## src/rtl/switch_conditioner.sv

```systemverilog
// Slide-switch front end: synchronise, debounce, detect edges and publish a
// decoded configuration snapshot to the LED logic over a valid/ack handshake.
module switch_conditioner #(
  parameter int unsigned NUM_SW          = 8,
  parameter int unsigned SYNC_STAGES     = 2,
  parameter int unsigned DEBOUNCE_CYCLES = 1_000_000
) (
  input  logic              clk,
  input  logic              rst,
  input  logic [NUM_SW-1:0] sw_raw,
  output logic [NUM_SW-1:0] sw_clean,
  output logic [NUM_SW-1:0] sw_rise,
  output logic [NUM_SW-1:0] sw_fall,
  output logic              cfg_valid,
  input  logic              cfg_ack,
  output logic [NUM_SW-1:0] cfg_word,
  output logic              cfg_run_rst,
  output logic              cfg_speed,
  output logic              cfg_move2,
  output logic [3:0]        cfg_start_pos,
  output logic              cfg_light_up,
  output logic              cfg_overrun,
  output logic              soft_rst_pulse
);

  localparam int unsigned CW = $clog2(DEBOUNCE_CYCLES + 1);
  localparam logic [CW-1:0] CNT_LAST = CW'(DEBOUNCE_CYCLES - 1);

  typedef enum logic {IDLE, PENDING} state_t;

  logic [NUM_SW-1:0] sync_q [SYNC_STAGES];
  logic [NUM_SW-1:0] sw_sync;
  logic [CW-1:0]     cnt_q  [NUM_SW];
  logic [CW-1:0]     cnt_d  [NUM_SW];
  logic [NUM_SW-1:0] clean_q, clean_d;
  logic [NUM_SW-1:0] rise_q, fall_q;
  logic              chg;
  state_t            state_q;
  logic              valid_q, overrun_q;
  logic [NUM_SW-1:0] word_q;

  always_ff @(posedge clk or posedge rst) begin
    if (rst) begin
      for (int unsigned s = 0; s < SYNC_STAGES; s++) sync_q[s] <= '0;
    end else begin
      sync_q[0] <= sw_raw;
      for (int unsigned s = 1; s < SYNC_STAGES; s++) sync_q[s] <= sync_q[s-1];
    end
  end

  assign sw_sync = sync_q[SYNC_STAGES-1];

  // Any cycle where the synced level agrees with the accepted level restarts the count.
  always_comb begin
    clean_d = clean_q;
    for (int unsigned i = 0; i < NUM_SW; i++) begin
      cnt_d[i] = '0;
      if (sw_sync[i] != clean_q[i]) begin
        if (cnt_q[i] == CNT_LAST) clean_d[i] = sw_sync[i];
        else                      cnt_d[i]   = cnt_q[i] + 1'b1;
      end
    end
  end

  always_ff @(posedge clk or posedge rst) begin
    if (rst) begin
      for (int unsigned i = 0; i < NUM_SW; i++) cnt_q[i] <= '0;
      clean_q <= '0;
      rise_q  <= '0;
      fall_q  <= '0;
    end else begin
      for (int unsigned i = 0; i < NUM_SW; i++) cnt_q[i] <= cnt_d[i];
      clean_q <= clean_d;
      rise_q  <= clean_d & ~clean_q;
      fall_q  <= ~clean_d & clean_q;
    end
  end

  assign chg = |(rise_q | fall_q);

  always_ff @(posedge clk or posedge rst) begin
    if (rst) begin
      state_q   <= IDLE;
      valid_q   <= 1'b0;
      word_q    <= '0;
      overrun_q <= 1'b0;
    end else begin
      case (state_q)
        IDLE: begin
          if (chg) begin
            word_q  <= clean_q;
            valid_q <= 1'b1;
            state_q <= PENDING;
          end
        end
        PENDING: begin
          // A fresh change always wins over a same-cycle ack; the snapshot stays pending.
          if (chg) begin
            word_q <= clean_q;
            if (!cfg_ack) overrun_q <= 1'b1;
          end else if (cfg_ack) begin
            valid_q <= 1'b0;
            state_q <= IDLE;
          end
        end
        default: state_q <= IDLE;
      endcase
    end
  end

  assign sw_clean       = clean_q;
  assign sw_rise        = rise_q;
  assign sw_fall        = fall_q;
  assign cfg_valid      = valid_q;
  assign cfg_word       = word_q;
  assign cfg_overrun    = overrun_q;
  assign cfg_run_rst    = word_q[0];
  assign cfg_speed      = word_q[1];
  assign cfg_move2      = word_q[2];
  assign cfg_start_pos  = word_q[6:3];
  assign cfg_light_up   = word_q[7];
  assign soft_rst_pulse = rise_q[0];

endmodule

```

## config.mk

```make
export PLATFORM = sky130hd
export DESIGN_NAME = switch_conditioner
export DESIGN_NICKNAME = d
export VERILOG_FILES = /design/src/rtl/switch_conditioner.sv
export SDC_FILE = /design/constraint.sdc
export NUM_CORES = 1
export LEC_CHECK = 0
export ABC_AREA = 0
export BUFFER_PORTS_ARGS = -buffer_cell sky130_fd_sc_hd__buf_2
export CAP_MARGIN = 20
export CELL_PAD_IN_SITES_DETAIL_PLACEMENT = 1
export CELL_PAD_IN_SITES_GLOBAL_PLACEMENT = 1
export CORE_ASPECT_RATIO = 1.4
export CORE_MARGIN = 1.5
export CORE_UTILIZATION = 35
export DETAILED_ROUTE_END_ITERATION = 10
export PLACE_DENSITY = 0.58
export SYNTH_ARGS = -nofsm -noshare
export SYNTH_HDL_FRONTEND = slang
export SYNTH_SLANG_ARGS = --single-unit
```

## constraint.sdc

```tcl
create_clock -name clk -period 16.5 [get_ports clk]
set_input_delay 1.65 -clock clk [delete_from_list [all_inputs] [get_ports clk]]
set_output_delay 1.65 -clock clk [all_outputs]
set_load 0.1 [all_outputs]
```

==> results.tsv, run 1 <==
metric	value	unit
outcome	finished clean	
YS warnings	0	
Netlist cell types	50	
clock buffer depth	3	
critical path arrival	1450	ps
Pint	0.8498	mW
WP data required	14850	ps
vias after detailed routing	7361	
Initial Utilization	0.3556	
CP delay by family, top	buffers and inverters	
Synth area leader	dfrtp_1	
router iterations before antenna repair	4	
Final HPWL DP	15270	um
Ant. Diodes	0	
Total GRT Usage	0.1615	
largest net degree at the start of global routing	143	
Synth top area share	0.5369	
number of synthesized flops with an enable pin	0	
Starting DRT DRC Count	269	
reg2reg setup slack	13850	ps
Setup Crit Path Kind	reg2out	
syn_area_per_cell	10.35	um2
Pwr Density	97.45	nW/um2
critical path peak fanout	6	
VDD IR max	62.80	uV
final hold violations	0	
die area	29130	um2
GRT overflow	0	
residual DRC count	0	
H-tree depth	1	
mean number of vias per cell	5.277	
final setup TNS	0	ps
# setup viols final	0	
Layout Nets	1026	
CTS Hold Bufs	0	
critical path buffer and inverter count	1	
RSZ-0062 raised after global routing	false	
die height	201.3	um
mapped cell area	9834	um2
Post-synth top flop	dfrtp_1	
Post-Route Skew	8.692	ps
Core ar.	27660	um2
Max Clock Freq	322.6	MHz
FP Rows	72	
top post-synthesis cells by area	dfrtp_1 54%, xnor2_1 6.9%, nor2_1 4.8%	
antenna violations before repair	0	
Ports	54	
Least-Margin Pin Slew	1081	ps
post-route ant nets	0	
Sequential Power Share	0.483	
share of cells above drive strength 1	0.1307	
switching pwr	0.2486	mW
Slowest-stage cell, CP	buf_2	
TritonCTS clock tree	yes	
post-synthesis sequential area ratio	0.5369	
Core Util, Final	0.4075	
port buffer count	53	
Slew HR	0.2772	
Final Slew Violations	0	
Pleak	4.682	nW
total CTS buffers	24	
Comb power frac	0.027	
P&R area growth vs syn	14.61	%
Max Cap Viol	0	
switch share	0.2264	
Clock Latency Late Sink	520	ps
vias in the first global route	7819	
Tmin final	3100	ps
Post-Syn Instances	950	
final wirelength	22620	um
Resize count post-CTS	0	
Worst setup EP type	output pin	
Worst setup SP type	flip-flop	
Critical Path, Cell by Cell	buf_2	
gpl congestion	0.7404	
clk root buf	clkbuf_16	
slowest cell delay on critical path	480	ps
fin crit share	0.1879	
Clk pwr share	0.490	
hold crit path type	reg2reg	
WL/cell	16.21	um
clock sinks	211	
post-synthesis net count	969	
Clock transition at path regs	60	ps
ys async rst share	1.000	
FF+latch count, synth	211	
Die Wd	144.7	um
setup repair bufs after CTS	0	
first-pass GRT wire length	38800	um
[cell usage in the layout (no fill, tap or decap), types with 5 or more instances in the layout]
| master | n |
|---|---|
| o21ai_0 | 24 |
| and2_1 | 15 |
| dfrtp_1 | 211 |
| clkinvlp_4 | 5 |
| xor2_1 | 35 |
| nor4_1 | 31 |
| nor3_1 | 25 |
| xnor2_1 | 77 |
| nor4b_1 | 5 |
| or4_1 | 14 |
| ha_1 | 8 |
| nand3_1 | 54 |
| nand2_1 | 37 |
| inv_1 | 27 |
| buf_4 | 7 |
| and4_1 | 6 |
| nor2_1 | 127 |
| and3_1 | 28 |
| a21oi_1 | 38 |
| buf_2 | 53 |
| clkbuf_16 | 25 |
| clkinv_2 | 7 |
| nand4_1 | 49 |
| mux2_2 | 15 |
| o31ai_1 | 11 |
| nor3b_1 | 17 |
| or3_1 | 26 |
[synth_stat cells, drive strengths merged (4+ instances only)]
cell,count
a21oi,38
and2,15
and3,29
and4,6
buf,12
clkbuf,17
dfrtp,211
ha,8
inv,28
mux2,16
nand2,37
nand3,55
nand4,50
nand4b,4
nor2,127
nor3,25
nor3b,17
nor4,31
nor4b,5
o21ai,26
o31ai,15
or2,4
or3,26
or4,15
xnor2,77
xor2,35
[final timing paths]
check                      depth (start not counted)   startpoint           to
max                                                1  sw_clean[0]  sw_clean[0]
min                                                0   sync_q[10]   sw_sync[2]
max reg2reg                                        3   sw_rise[1]  cfg_word[0]
min reg2reg                                        0   sync_q[10]   sw_sync[2]
max in group asynchronous                          3          rst     cnt_q[7]
min in group asynchronous                          2          rst   cnt_q[157]
[cells by family (layout without fill, tap and decap cells)]
logic type / after synthesis / in the layout / share of synthesized area
and+or+nand+nor: 456 / 456 / 0.2508
DFF: 211 / 211 / 0.5369
xor gates and xnor gates: 112 / 112 / 0.09975
AOI/OAI and AO/OA: 89 / 89 / 0.05687
buffers and inverters: 57 / 132 / 0.02583
muxes: 17 / 17 / 0.01972
adders and majority gates: 8 / 8 / 0.01018
[through the flow]
stage	setup WS [ps]	hold slack (ps)	cell area [um2]	instances	total power, mW
2_1_floorplan	9084	331.2	9834	950	0.5597
3_3_place_gp	12900	334.6	10470	1351	0.5714
3_5_place_dp	12900	338.7	10470	1351	0.5719
4_1_cts	13350	352.5	11270	1395	1.121
5_1_grt	13290	355.2	11270	1395	1.144
6_report	13400	349.7	11270	1395	1.098
[sequential cells by signal, indices dropped and copies added (netlist names)]
name / count
cnt_q: 160
cfg_word: 8
sw_clean: 8
sw_fall: 8
sw_rise: 8
sw_sync: 8
sync_q: 8
cfg_overrun: 1
cfg_valid: 1
state_q: 1
[per-layer routing]
metal,vias up,GRT usage,wire length [um]
met5,-,0,0
met4,0,0.03860,342
met3,31,0.02594,765
met2,88,0.2813,11240
met1,3766,0.2078,10270
li1,3476,-,-
[layout make-up]
class	instances	area (um2)
multi-input cells	682	4300
fillers	3134	16390
well taps	370	462.9
clock inverters	14	132.6
clock buffers	30	664.4
flip-flops and latches	211	5280
inverters	28	112.6
repair buffers	60	317.8
[power groups by stage]
stage          logic [mW]  registers (mW)  clock network [mW]
2_1_floorplan      0.0211           0.539                   0
3_3_place_gp       0.0313           0.540                   0
3_5_place_dp       0.0316           0.540                   0
4_1_cts            0.0317           0.531               0.559
5_1_grt            0.0348           0.532               0.577
6_report           0.0297           0.531               0.538
Note: power is estimated with default switching activity, not from simulation.
==> inputs of run 2 (changes only) <==
Settings changed: ABC_AREA 0 to 1, PLACE_DENSITY 0.58 to 0.6.
Clock period 16.5 ns to 2.9 ns, I/O delays scaled along.
==> results.tsv, run 2 <==
metric	value	unit	change
port buffer count	53		unchanged
Post-Route Skew	21.88	ps	+13.19 ps
RSZ-0062 raised after global routing	false		
Pwr Density	516.7	nW/um2	+430%
die area	32330	um2	+11%
post-synthesis net count	1386		+43%
mapped cell area	10940	um2	+11%
Filler cells	3746		+20%
clk root buf	clkbuf_16		
vias in the first global route	9793		+25%
# setup viols final	0		unchanged
Post-Syn Instances	1367		+44%
most frequent cells after synthesis	352 x nor2_1, 212 x nand2_1, 211 x dfrtp_1, 132 x nand3_1, 128 x inv_1		
Final Slew Violations	0		unchanged
number of synthesized flops with an enable pin	0		unchanged
router iterations before antenna repair	5		+1
antenna violations before repair	0		unchanged
TritonCTS clock tree	yes		
final hold violations	0		unchanged
Core ar.	30810	um2	+11%
post-route ant nets	0		unchanged
CP delay by family, top	flip-flops		
hold crit path type	in2reg		
Worst setup SP type	flip-flop		
Max Cap Viol	0		unchanged
commonest non-fill, non-tap cells in the layout	352 x nor2_1, 212 x nand2_1, 211 x dfrtp_1		
Design Power	6.554	mW	+500%
clock sinks	211		unchanged
final wirelength	29400	um	+30%
critical path peak fanout	5		-1
largest net degree at the start of global routing	45		-69%
Initial Utilization	0.3549		-0.0006535
Ant. Diodes	0		unchanged
Synth top area share	0.4828		-0.05406
Ports	54		unchanged
Critical Path, Cell by Cell	buf_2		
largest reg by FF count	cnt_q		
YS warnings	0		unchanged
Tmin final	1777	ps	
GRT overflow	0		unchanged
critical path arrival	1490	ps	+40 ps
first-pass GRT wire length	49360	um	+27%
top post-synthesis cells by area	dfrtp_1 48%, nor2_1 12%, nand2_1 7.3%		
Netlist cell types	35		-30%
P&R area growth vs syn	16.00	%	
FP Rows	76		+5.6%
mean number of vias per cell	4.852		-8.1%
Max Clock Freq	562.8	MHz	
vias after detailed routing	9034		+23%
syn_area_per_cell	8.000	um2	-23%
most frequent cell after synthesis	nor2_1		
critical path buffer and inverter count	1		unchanged
Synth area leader	dfrtp_1		
slowest cell delay on critical path	480	ps	about the same
share of cells above drive strength 1	0.1508		+0.02008
Placement Setup Slack	1255	ps	-11640 ps
Layout Nets	1472		+43%
fin crit share	0.6127		
Worst setup EP type	output pin		
WL/cell	15.79	um	-2.6%
H-tree depth	1		unchanged
clock buffer depth	3		unchanged
die height	212.1	um	+5.4%
total CTS buffers	25		+4.2%
commonest non-fill, non-tap cell in the layout	nor2_1		
Least-Margin Pin Slew	808.1	ps	-272.5 ps
Starting DRT DRC Count	287		+6.7%
post-synthesis sequential area ratio	0.4828		-0.05406
Clock transition at path regs	70	ps	about the same
VDD IR max	419.4	uV	+570%
number of flip-flops in the largest register	160		unchanged
WP data required	2610	ps	-12240 ps
Final HPWL DP	22680	um	+49%
ys async rst share	1.000		unchanged
Pleak	5.488	nW	+17%
Die Wd	152.4	um	+5.3%
Slowest-stage cell, CP	dfrtp_1		
gpl congestion	0.8015		+8.3%
setup repair bufs after CTS	0		unchanged
FF+latch count, synth	211		unchanged
Slew HR	0.4602		+0.1830
Total GRT Usage	0.1889		+0.02739
residual DRC count	0		unchanged
Clock Latency Late Sink	540	ps	+20 ps
Final WS setup	1123	ps	-12280 ps
Post-synth top flop	dfrtp_1		
outcome	finished clean		
Setup Crit Path Kind	reg2out		
[run 2: changes by cell type after synthesis, sizes merged, moves of 16 or more]
| cell | before | now |
|---|---|---|
| nor4 | 31 | 4 |
| inv | 28 | 137 |
| mux2 | 16 | 0 |
| nor2 | 127 | 408 |
| xor2 | 35 | 51 |
| nand4 | 50 | 28 |
| or3 | 26 | 0 |
| nand3 | 55 | 145 |
| clkbuf | 17 | 1 |
| nand2 | 37 | 238 |
| xnor2 | 77 | 27 |
| and3 | 29 | 0 |
[run 2: cell families (layout without fill, tap and decap cells)]
logic type | Yosys count | in the layout | synth area share
simple gates | 866 | 866 | 0.3633
flops | 211 | 211 | 0.4828
buf+inv | 153 | 258 | 0.05686
xor+xnor | 78 | 78 | 0.06247
compound gates | 51 | 51 | 0.02540
fa+ha+maj | 8 | 8 | 0.009154
[run 2: path summary, 6_finish.rpt]
check | from | endpoint | slack, ps | cells past startpoint
setup / recovery | sw_clean[3] | sw_clean[3] | 1120 | 1
hold / removal | cfg_ack | cfg_valid | 100 | 4
setup reg to reg | sw_clean[1] | cnt_q[125] | 1290 | 6
hold reg to reg | sync_q[12] | sw_sync[4] | 350 | 0
max in group asynchronous | rst | cnt_q[16] | 1590 | 5
min in group asynchronous | rst | cfg_word[7] | 450 | 3
[run 2: final cells by class]
type                    instances  area [um2]  area share
repair buffers                 75       503.0     0.03965
flip-flops and latches        211        5280      0.4163
inverters                     137       518.0     0.04084
multi-input cells            1003        5034      0.3968
clock inverters                15       193.9     0.01529
clock buffers                  31       668.1     0.05267
well taps                     390       488.0     0.03847
[run 2: what timing repair did]
| action | CTS | global route |
|---|---|---|
| gates resized for setup | 0 | 0 |
| endpoints found under the hold margin | 34 | 0 |
| hold buffers | 9 | 0 |
[run 2: layer usage]
layer	share of wire	GRT usage	vias up
li1	-	-	4487
met5	0	0	-
met4	0.022	0.05993	0
met3	0.032	0.02731	37
met2	0.53	0.3626	102
met1	0.41	0.2133	4408
[run 2: power breakdown]
group          leakage [nW]  switching (mW)  internal, mW  total [mW]
logic                  2.18           0.151        0.0687       0.220
clock network         0.417            1.32          2.00        3.32
registers              2.89          0.0280          2.98        3.01
total                  5.49            1.50          5.05        6.55
[run 2: worst register-to-register path: stages, from the launching register on]
cell	delay [ps]
dfrtp_1	420
inv_1	120
nor2_1	60
nor2_2	400
inv_1	240
nand2_4	180
nor2_1	70
[run 2: stage by stage]
stage | util | hold WS (ps) | area, um2 | setup TNS [ps] | std cells
final | 0.4117 | 101.2 | 12680 | 0 | 1862
after global routing | 0.4117 | 103.4 | 12680 | 0 | 1862
after CTS | 0.4117 | 63.09 | 12680 | 0 | 1862
after detailed placement | 0.3808 | 336.3 | 11730 | 0 | 1807
after global placement | 0.3808 | 335.2 | 11730 | 0 | 1807
after floorplan | - | 321.4 | 10940 | -27890 | 1367
==> inputs of run 3 (changes only) <==
Clock period 2.9 ns to 1.7 ns, I/O delays scaled along.
==> results.tsv, run 3 (same netlist as run 2, synthesis figures left out) <==
metric	value	unit	change
worst reg2reg path startpoint	sw_fall[2]		
P&R area growth vs syn	17.30	%	
# setup viols final	0		unchanged
clock sinks	211		unchanged
critical path buffer and inverter count	1		unchanged
largest reg by FF count	cnt_q		
critical path peak fanout	3		-2
CP delay by family, top	buffers and inverters		
clock buffer depth	3		unchanged
Ports	54		unchanged
first-pass GRT wire length	48030	um	-2.7%
Slowest-stage cell, CP	buf_2		
outcome	finished clean		
RSZ-0062 raised after global routing	false		
Pleak	5.577	nW	+1.6%
die area	32330	um2	unchanged
slowest cell delay on critical path	470	ps	about the same
Max Cap Viol	0		unchanged
Layout Nets	1483		+0.75%
final setup TNS	0	ps	unchanged
clk root buf	clkbuf_16		
Starting DRT DRC Count	224		-22%
residual DRC count	0		unchanged
Clock Latency Late Sink	540	ps	about the same
H-tree depth	1		unchanged
WL/cell	15.21	um	-3.7%
number of flip-flops in the largest register	160		unchanged
fin crit share	0.9695		
Ant. Diodes	0		unchanged
Post-Layout Inst Area	12830	um2	+1.1%
final wirelength	28480	um	-3.1%
commonest non-fill, non-tap cells in the layout	349 x nor2_1, 212 x nand2_1, 211 x dfrtp_1		
Die Wd	152.4	um	unchanged
Pwr Density	898.0	nW/um2	+74%
Final Slew Violations	0		unchanged
vias in the first global route	9671		-1.2%
Core ar.	30810	um2	unchanged
Final HPWL DP	21370	um	-5.8%
hold crit path type	in2async		
Clock transition at path regs	70	ps	about the same
Max Clock Freq	606.7	MHz	
GRT overflow	0		unchanged
antenna violations before repair	0		unchanged
final hold violations	0		unchanged
largest net degree at the start of global routing	91		+100%
critical path arrival	1480	ps	about the same
total CTS buffers	25		unchanged
crit path launch	sw_rise[0]		
WP data required	1530	ps	-1080 ps
router iterations before antenna repair	6		+1
Worst setup EP type	output pin		
mean number of vias per cell	4.832		-0.41%
VDD IR max	713.2	uV	+70%
port buffer count	53		unchanged
TritonCTS clock tree	yes		
Worst setup SP type	flip-flop		
Design Power	11.52	mW	+76%
setup repair bufs after CTS	0		unchanged
Post-DP Area	11800	um2	+0.53%
share of cells above drive strength 1	0.1586		+0.007754
Initial Utilization	0.3549		unchanged
Tmin final	1648	ps	
commonest non-fill, non-tap cell in the layout	nor2_1		
Critical Path, Cell by Cell	buf_2		
Post-Route Skew	10.83	ps	-11.05 ps
Slew HR	0.6503		+0.1901
Least-Margin Pin Slew	528.2	ps	-279.9 ps
Total GRT Usage	0.1826		-0.006326
die height	212.1	um	unchanged
post-route ant nets	0		unchanged
Setup Crit Path Kind	reg2out		
gpl congestion	0.7871		-1.8%
vias after detailed routing	9045		+0.12%
FP Rows	76		unchanged
run 3: where the power goes:
part | internal [mW] | leakage [nW] | switching, mW | total [mW]
Combinational | 0.114 | 2.24 | 0.248 | 0.362
Clock | 3.78 | 0.449 | 2.24 | 6.02
Sequential | 5.09 | 2.89 | 0.0459 | 5.13
Total | 8.98 | 5.58 | 2.54 | 11.5
run 3: metal layers:
metal / vias up / wire (um) / global-route usage
li1: 4495 / - / -
met1: 4390 / 12420 / 0.2180
met2: 108 / 14480 / 0.3362
met3: 52 / 754 / 0.02181
met4: 0 / 827 / 0.06595
met5: - / 0 / 0
run 3: area by class of cell:
class | instances | area (um2)
tap | 390 | 488.0
multi-input combinational | 1003 | 5046
sequential | 211 | 5280
fill | 3772 | 17980
clock inverter | 13 | 225.2
timing repair buffer | 86 | 578.1
clock buffer | 32 | 691.9
inverter | 137 | 518.0
run 3: path summary, 6_finish.rpt:
check / end / slack, ps / cells after the start
worst max-delay path: soft_rst_pulse / 50 / 1
worst max register to register: cfg_word[0] / 190 / 7
worst min-delay path: cnt_q[19] / 90 / 3
worst min register to register: sw_sync[7] / 350 / 0
max in group asynchronous: cnt_q[20] / 890 / 4
min in group clk: sync_q[9] / 280 / 2
run 3: metrics by stage:
| stage | hold WS, ps | setup WS, ps | util | cells |
|---|---|---|---|---|
| finish | 85.24 | 51.87 | 0.4163 | 1872 |
| floorplan | 201.4 | -1212 | - | 1367 |
| CTS | 51.87 | 7.089 | 0.4159 | 1872 |
| detailed placement | 89.30 | 51.42 | 0.3828 | 1817 |
| global placement | 87.32 | 86.65 | 0.3828 | 1817 |
| global route | 75.24 | 5.884 | 0.4163 | 1872 |
run 3: what timing repair did:
action / 4_1_cts / 5_1_grt
endpoints found under the hold margin: 222 / 0
resized for setup: 1 / 4
setup endpoints to repair: 1 / 6
hold buffers: 10 / 0
